<file path="config.mk">
export PLATFORM = sky130hd
export DESIGN_NAME = lsa_mem_responder_flat
export DESIGN_NICKNAME = d
export VERILOG_FILES = /design/src/rtl/lsa_pkg.sv /design/src/rtl/lsa_mem_responder_if.sv /design/src/rtl/lsa_ram.sv /design/src/rtl/lsa_mem_responder.sv /design/src/flat_wrapper.sv
export SDC_FILE = /design/constraint.sdc
export NUM_CORES = 2
export LEC_CHECK = 0
export CAP_MARGIN = 10
export CORE_UTILIZATION = 25
export DETAILED_ROUTE_END_ITERATION = 10
export PLACE_DENSITY = 0.48
export SYNTH_ARGS = -nofsm -noshare
export SYNTH_HDL_FRONTEND = slang
export SYNTH_SLANG_ARGS = --single-unit
</file>
<file path="constraint.sdc">
create_clock -name clock_in -period 4.4 [get_ports clock_in]
set_clock_uncertainty 0.2 [all_clocks]
set_input_delay 0.66 -clock clock_in [delete_from_list [all_inputs] [get_ports clock_in]]
set_output_delay 0.66 -clock clock_in [all_outputs]
set_load 0.005 [all_outputs]
</file>
<file path="src/rtl/lsa_pkg.sv">
`default_nettype none
// +----------------------------------------------------------------------+
// | lsa_pkg: constants and FSM encoding shared by the LSA core and the   |
// | memory responder.                                  Rev 1.0           |
// +----------------------------------------------------------------------+
package lsa_pkg;

  localparam logic [15:0] ADDR_LED    = 16'hFF00;
  localparam logic [15:0] ADDR_TIMER  = 16'hFF01;
  localparam logic [15:0] ADDR_STATUS = 16'hFF02;
  localparam logic [15:0] ADDR_HALT   = 16'hFFFF;

  typedef enum logic [0:0] {
    ST_COPY = 1'b0,
    ST_RUN  = 1'b1
  } state_t;

endpackage
`default_nettype wire

</file>
<file path="src/rtl/lsa_mem_responder_if.sv">
`default_nettype none
// +----------------------------------------------------------------------+
// | lsa_mem_responder_if: single-cycle LSA memory bus between core and   |
// | memory responder.                                  Rev 1.0           |
// +----------------------------------------------------------------------+
interface lsa_mem_responder_if;

  logic        mem_fetch;
  logic        mem_oe;
  logic        mem_we;
  logic [15:0] mem_add;
  logic [15:0] mem_out;
  logic [15:0] mem_in;

  modport master (
    output mem_fetch, mem_oe, mem_we, mem_add, mem_out,
    input  mem_in
  );

  modport slave (
    input  mem_fetch, mem_oe, mem_we, mem_add, mem_out,
    output mem_in
  );

endinterface
`default_nettype wire

</file>
<file path="src/rtl/lsa_ram.sv">
`default_nettype none
// +----------------------------------------------------------------------+
// | lsa_ram: 2^AW x 16 distributed RAM, async read, sync write.          |
// |                                                    Rev 1.0           |
// +----------------------------------------------------------------------+
module lsa_ram #(
  parameter int AW = 8
) (
  input  wire logic          clock_in,
  input  wire logic          we,
  input  wire logic [AW-1:0] wadd,
  input  wire logic [15:0]   wdata,
  input  wire logic [AW-1:0] radd,
  output logic      [15:0]   rdata
);

  logic [15:0] mem [2**AW];

  always_ff @(posedge clock_in) begin
    if (we) begin
      mem[wadd] <= wdata;
    end
  end

  assign rdata = mem[radd];

endmodule
`default_nettype wire

</file>
<file path="src/rtl/lsa_mem_responder.sv">
`default_nettype none
// +----------------------------------------------------------------------+
// | lsa_mem_responder: boot copy, RAM, LED/timer/status I/O page and     |
// | halt detect for the LSA core.                      Rev 1.0           |
// +----------------------------------------------------------------------+
module lsa_mem_responder
  import lsa_pkg::*;
#(
  parameter int          RAM_AW     = 8,
  parameter int          BOOT_WORDS = 64,
  parameter logic [15:0] PRESCALE   = 16'd50000
) (
  input  wire logic              clock_in,
  input  wire logic              reset_in,
  lsa_mem_responder_if.slave     bus,
  output logic                   core_reset_out,
  output logic [RAM_AW-1:0]      boot_add,
  input  wire logic [15:0]       boot_data,
  output logic [7:0]             led_out,
  output logic                   halt_out
);

  localparam int                CW            = RAM_AW + 1;
  localparam logic [CW-1:0]     BOOT_LAST     = CW'(BOOT_WORDS);
  localparam logic [RAM_AW-1:0] BOOT_ADD_MAX  = RAM_AW'(BOOT_WORDS - 1);
  localparam logic [16:0]       RAM_LIMIT     = 17'(1) << RAM_AW;
  localparam logic [15:0]       PRESCALE_LAST = PRESCALE - 16'd1;

  state_t            state;
  logic [CW-1:0]     copy_cnt;
  logic [15:0]       timer;
  logic [15:0]       prescaler;
  logic              tick;
  logic              halt_seen;

  logic              in_ram;
  logic              ram_we;
  logic [RAM_AW-1:0] ram_wadd;
  logic [15:0]       ram_wdata;
  logic [15:0]       ram_rdata;
  logic              wrap;
  logic              halt_qual;
  logic              unused_fetch;

  assign unused_fetch = bus.mem_fetch;
  assign in_ram       = {1'b0, bus.mem_add} < RAM_LIMIT;
  assign wrap         = (prescaler == PRESCALE_LAST);
  assign halt_qual    = (bus.mem_add == ADDR_HALT) && !bus.mem_oe && !bus.mem_we;

  // copy_cnt lags boot_add by one edge to cover the boot ROM's read latency
  always_comb begin
    ram_we    = 1'b0;
    ram_wadd  = bus.mem_add[RAM_AW-1:0];
    ram_wdata = bus.mem_out;
    if (state == ST_COPY) begin
      ram_we    = (copy_cnt != '0);
      ram_wadd  = RAM_AW'(copy_cnt - 1'b1);
      ram_wdata = boot_data;
    end else begin
      ram_we    = bus.mem_we && in_ram;
    end
  end

  lsa_ram #(.AW(RAM_AW)) u_ram (
    .clock_in (clock_in),
    .we       (ram_we),
    .wadd     (ram_wadd),
    .wdata    (ram_wdata),
    .radd     (bus.mem_add[RAM_AW-1:0]),
    .rdata    (ram_rdata)
  );

  always_comb begin
    bus.mem_in = 16'h0000;
    if (state == ST_RUN && bus.mem_oe) begin
      if (in_ram) begin
        bus.mem_in = ram_rdata;
      end else begin
        case (bus.mem_add)
          ADDR_LED:    bus.mem_in = {8'h00, led_out};
          ADDR_TIMER:  bus.mem_in = timer;
          ADDR_STATUS: bus.mem_in = {15'h0000, tick};
          default:     bus.mem_in = 16'h0000;
        endcase
      end
    end
  end

  always_ff @(posedge clock_in or negedge reset_in) begin
    if (!reset_in) begin
      state          <= ST_COPY;
      copy_cnt       <= '0;
      boot_add       <= '0;
      core_reset_out <= 1'b0;
      led_out        <= 8'h00;
      halt_out       <= 1'b0;
      halt_seen      <= 1'b0;
      timer          <= 16'h0000;
      prescaler      <= 16'h0000;
      tick           <= 1'b0;
    end else begin
      case (state)
        ST_COPY: begin
          if (boot_add != BOOT_ADD_MAX) begin
            boot_add <= boot_add + 1'b1;
          end
          copy_cnt <= copy_cnt + 1'b1;
          if (copy_cnt == BOOT_LAST) begin
            core_reset_out <= 1'b1;
            state          <= ST_RUN;
          end
        end
        ST_RUN: begin
          // A timer write restarts the tick period from zero
          if (bus.mem_we && bus.mem_add == ADDR_TIMER) begin
            timer     <= bus.mem_out;
            prescaler <= 16'h0000;
          end else if (wrap) begin
            timer     <= timer + 16'd1;
            prescaler <= 16'h0000;
          end else begin
            prescaler <= prescaler + 16'd1;
          end
          if (wrap) begin
            tick <= 1'b1;
          end else if (bus.mem_oe && bus.mem_add == ADDR_STATUS) begin
            tick <= 1'b0;
          end
          if (bus.mem_we && bus.mem_add == ADDR_LED) begin
            led_out <= bus.mem_out[7:0];
          end
          halt_seen <= halt_qual;
          if (halt_qual && halt_seen) begin
            halt_out <= 1'b1;
          end
        end
        default: state <= ST_COPY;
      endcase
    end
  end

endmodule
`default_nettype wire

</file>
<file path="src/flat_wrapper.sv">
// flat-port wrapper written by rule: the top's interface ports become plain ports
module lsa_mem_responder_flat import lsa_pkg::*;
#(
  parameter int          RAM_AW     = 8,
  parameter int          BOOT_WORDS = 64,
  parameter logic [15:0] PRESCALE   = 16'd50000
)
  (clock_in, reset_in, core_reset_out, boot_add, boot_data, led_out, halt_out, bus_mem_fetch, bus_mem_oe, bus_mem_we, bus_mem_add, bus_mem_out, bus_mem_in);
  lsa_mem_responder_if bus_i ();
  input  wire logic clock_in;
  input  wire logic reset_in;
  output logic core_reset_out;
  output logic [RAM_AW-1:0] boot_add;
  input  wire logic [15:0] boot_data;
  output logic [7:0] led_out;
  output logic halt_out;
  input wire logic [$bits(bus_i.mem_fetch)-1:0] bus_mem_fetch;
  input wire logic [$bits(bus_i.mem_oe)-1:0] bus_mem_oe;
  input wire logic [$bits(bus_i.mem_we)-1:0] bus_mem_we;
  input wire logic [$bits(bus_i.mem_add)-1:0] bus_mem_add;
  input wire logic [$bits(bus_i.mem_out)-1:0] bus_mem_out;
  output wire logic [$bits(bus_i.mem_in)-1:0] bus_mem_in;
  assign bus_i.mem_fetch = bus_mem_fetch;
  assign bus_i.mem_oe = bus_mem_oe;
  assign bus_i.mem_we = bus_mem_we;
  assign bus_i.mem_add = bus_mem_add;
  assign bus_i.mem_out = bus_mem_out;
  assign bus_mem_in = bus_i.mem_in;
  lsa_mem_responder #(.RAM_AW(RAM_AW), .BOOT_WORDS(BOOT_WORDS), .PRESCALE(PRESCALE)) u_core (.clock_in(clock_in), .reset_in(reset_in), .bus(bus_i), .core_reset_out(core_reset_out), .boot_add(boot_add), .boot_data(boot_data), .led_out(led_out), .halt_out(halt_out));
endmodule
</file>
==> run_results.csv <==
group,metric,value,unit
timing,period_share,1.12,
floorplan,start_util,0.251,
layout,synthToLayoutAreaGrowth,27.3,%
detailed_routing,drtPass1Iterations,6,
pwr,leakagePower,66.1,nW
critical_path,crit_fanout,7,
timing,worst_slack,-0.536,ns
synthesis,syn-cell-area,162000,um^2
critical_path,r2r_start,"u_core.state$_DFF_PN0_",
global_route,grt_usage,0.160,
layout,fin_nets,9266,
placement,pre_cts_ws,-1.69,ns
global_route,antenna_found_initial,30,
critical_path,critPathRequiredTime,3.54,ns
synthesis,ys_ff_latch,4158,
layout,drive_gt1_frac,0.378,
timing,max_freq,0.203,GHz
worst_hold_path,hp-class,"input port to register",
detailed_routing,num_vias,86800,
synthesis,synth_top_area_share,0.761,
synthesis,yosysUniqueCellTypes,76,
synthesis,syn-instance-count,7622,
timing,period_minus_slack,4.94,ns
pwr,pwr_density_cell,414,nW/um^2
pwr,design_power_total,0.0853,W
synthesis,synth.net_count,7680,
pwr,vdd_ir_drop_max,0.000445,V
cts,cts_root_buffer,"clkbuf_16",
cts,cts_tree,"done",
critical_path,crit_path_start_kind,"input port",
cts,clockBufferDepth,4,
timing,rsz0062_at_grt,"true",
critical_path,cp-end-kind,"primary output",
floorplan,die_h,806,um
timing,hold_slack,0.186,ns
synthesis,synth_top_cell_by_area,"edfxtp_1",
layout,final_util,0.319,
timing,max_slew_margin,0.199,
cts,numCtsBuffers,425,
synthesis,avgSynthCellArea,21.2,um^2
critical_path,worstSetupPathType,"input port to primary output",
synthesis,synthArstFlopShare,0.0149,
cts,insertion_delay,1.04,ns
synthesis,yosysWarnings,0,
cts,h-tree-depth,5,
synthesis,yosysSeqAreaShare,0.770,
worst_hold_path,min_from,"bus_mem_out[6]",
global_route,grt_start_max_net_pins,140,
outcome,failed_checks,"setup timing",
floorplan,die_area,650000,um^2
cts,clkSlewWorstSetupHoldPaths,0.06,ns
global_route,grt_pass1_wl,735000,um
placement,hpwl,342000,um
floorplan,die_w,806,um
floorplan,ios,87,
detailed_routing,drtAntennaViolNets,0,
critical_path,crit_start,"bus_mem_add[0]",
detailed_routing,drc,0,
placement,io_buffers,85,
outcome,status,"finished, violations left",
detailed_routing,detail_route.iter0.violations,10000,
detailed_routing,drt_wl_total,537000,um
global_route,grt_pass1_vias,87900,
detailed_routing,wl_per_cell,29.5,um
synthesis,ys_top_cells_by_area,"edfxtp_1, mux4_2, mux2i_1",
critical_path,worstPathArrival,4.08,ns
synthesis,synth_flop_cell,"edfxtp_1",
synthesis,synth_edf_count,4096,
synthesis,ys_top_cells_by_count,"edfxtp_1, mux4_2, nor2_1",
global_route,grt_overflow,0,
timing,hold_viol_final,0,
cts,cts.sinks,4158,
detailed_routing,via_per_inst,4.77,
floorplan,coreArea,645000,um^2
synthesis,synth_most_common_cell,"edfxtp_1",
timing,slew_viol_final,0,
floorplan,rows,295,
placement,place_congestion,0.849,
run,max-cap-violations,0,
timing,setup_viol,16,
timing,worst_pin_slew,1.20,ns
layer usage:
metal | GRT usage | vias to the layer above | part of all wire
met1 | 0.218 | 47600 | 0.42
met3 | 0.0265 | 728 | 0.071
li1 | - | 35100 | -
met5 | 0 | - | 0.00011
met4 | 0.0501 | 8 | 0.037
met2 | 0.262 | 3330 | 0.47
layout make-up:
class / count / area (um^2)
clock buffer: 509 / 11000
multi-input combinational: 3006 / 37300
timing repair buffer: 1599 / 19300
antenna: 10 / 25.0
inverter: 18 / 76.3
sequential: 4158 / 125000
clock inverter: 272 / 2850
tap: 8613 / 10800
fill: 61300 / 439000
layout by cell type (no fill, tap or decap), types with 79 or more instances in the layout:
cell type     n
a21oi_1      89
buf_12      451
buf_4       908
buf_6        90
clkbuf_1     79
clkbuf_16   430
clkinv_1     93
clkinv_2     80
edfxtp_1   4096
mux2i_1     332
mux4_2      943
nand2_1     295
nor2_1      209
nor2_2      179
o22ai_1      95
timing repair:
action	4_1_cts	5_1_grt
gates resized for setup	544	169
endpoints found under the setup margin	16	16
cloned	15	2
pin swaps	110	80
hold buffers	3	0
hold endpoints to repair	30	0
setup buffers	132	80
power breakdown:
part           internal [W]  switching [W]  total, W
logic               0.00227        0.00328   0.00555
clock network        0.0204         0.0158    0.0362
registers            0.0435     0.00000195    0.0435
total                0.0662         0.0191    0.0853
registers in the layout, indices dropped and copies added (netlist names):
register / cells
u_core.boot_add: 8
u_core.copy_cnt: 9
u_core.core_reset_out: 1
u_core.halt_out: 1
u_core.halt_seen: 1
u_core.led_out: 8
u_core.prescaler: 16
u_core.state: 1
u_core.tick: 1
u_core.timer: 16
u_core.u_ram.mem: 4096
through the flow:
stage	cells	cell area (um^2)	TNS (ns)
after floorplan	7622	162000	0
after global routing	18200	206000	-4.92
after detailed placement	17200	187000	-19.87
final	18200	206000	-4.53
after CTS	18100	205000	-3.71
after global placement	17200	187000	-20.70
worst max-delay path: stages:
cell and delay (ns):
buf_16 0.13, buf_16 0.22, buf_4 0.14, buf_12 0.13, buf_16 0.15, buf_4 0.15, mux4_2 0.32, nand2_1 0.06
a21oi_1 0.35, nor3_1 0.17, nor4_4 0.56, nand3_1 0.15, o211ai_1 0.41, buf_4 0.25, buf_6 0.09
final timing paths:
| path | endpoint | slack (ns) | cells past startpoint |
|---|---|---|---|
| min reg2reg | u_core.core_reset_out$_DFFE_PN0P_ | 0.28 | 1 |
| max reg2reg | u_core.u_ram.mem[240][10]$_DFFE_PP_ | 0.53 | 12 |
| max | bus_mem_in[5] | -0.54 | 15 |
| min | u_core.led_out[6]$_DFFE_PN0P_ | 0.19 | 2 |
| min in group asynchronous | u_core.led_out[3]$_DFFE_PN0P_ | 0.44 | 3 |
| max in group asynchronous | u_core.timer[9]$_DFFE_PN0P_ | 1.82 | 4 |
cells by family (layout without fill, tap and decap cells):
logic type | count (synthesis) | count (layout) | share of synthesized area
mux | 1352 | 1352 | 0.157
buf+inv | 458 | 2398 | 0.0170
flops | 4158 | 4158 | 0.770
fa+ha+maj | 5 | 5 | 0.000387
other cells | 0 | 10 | 0
compound gates | 657 | 657 | 0.0280
simple gates | 961 | 961 | 0.0254
xor+xnor | 31 | 31 | 0.00168
(Power assumes the default switching activity.)
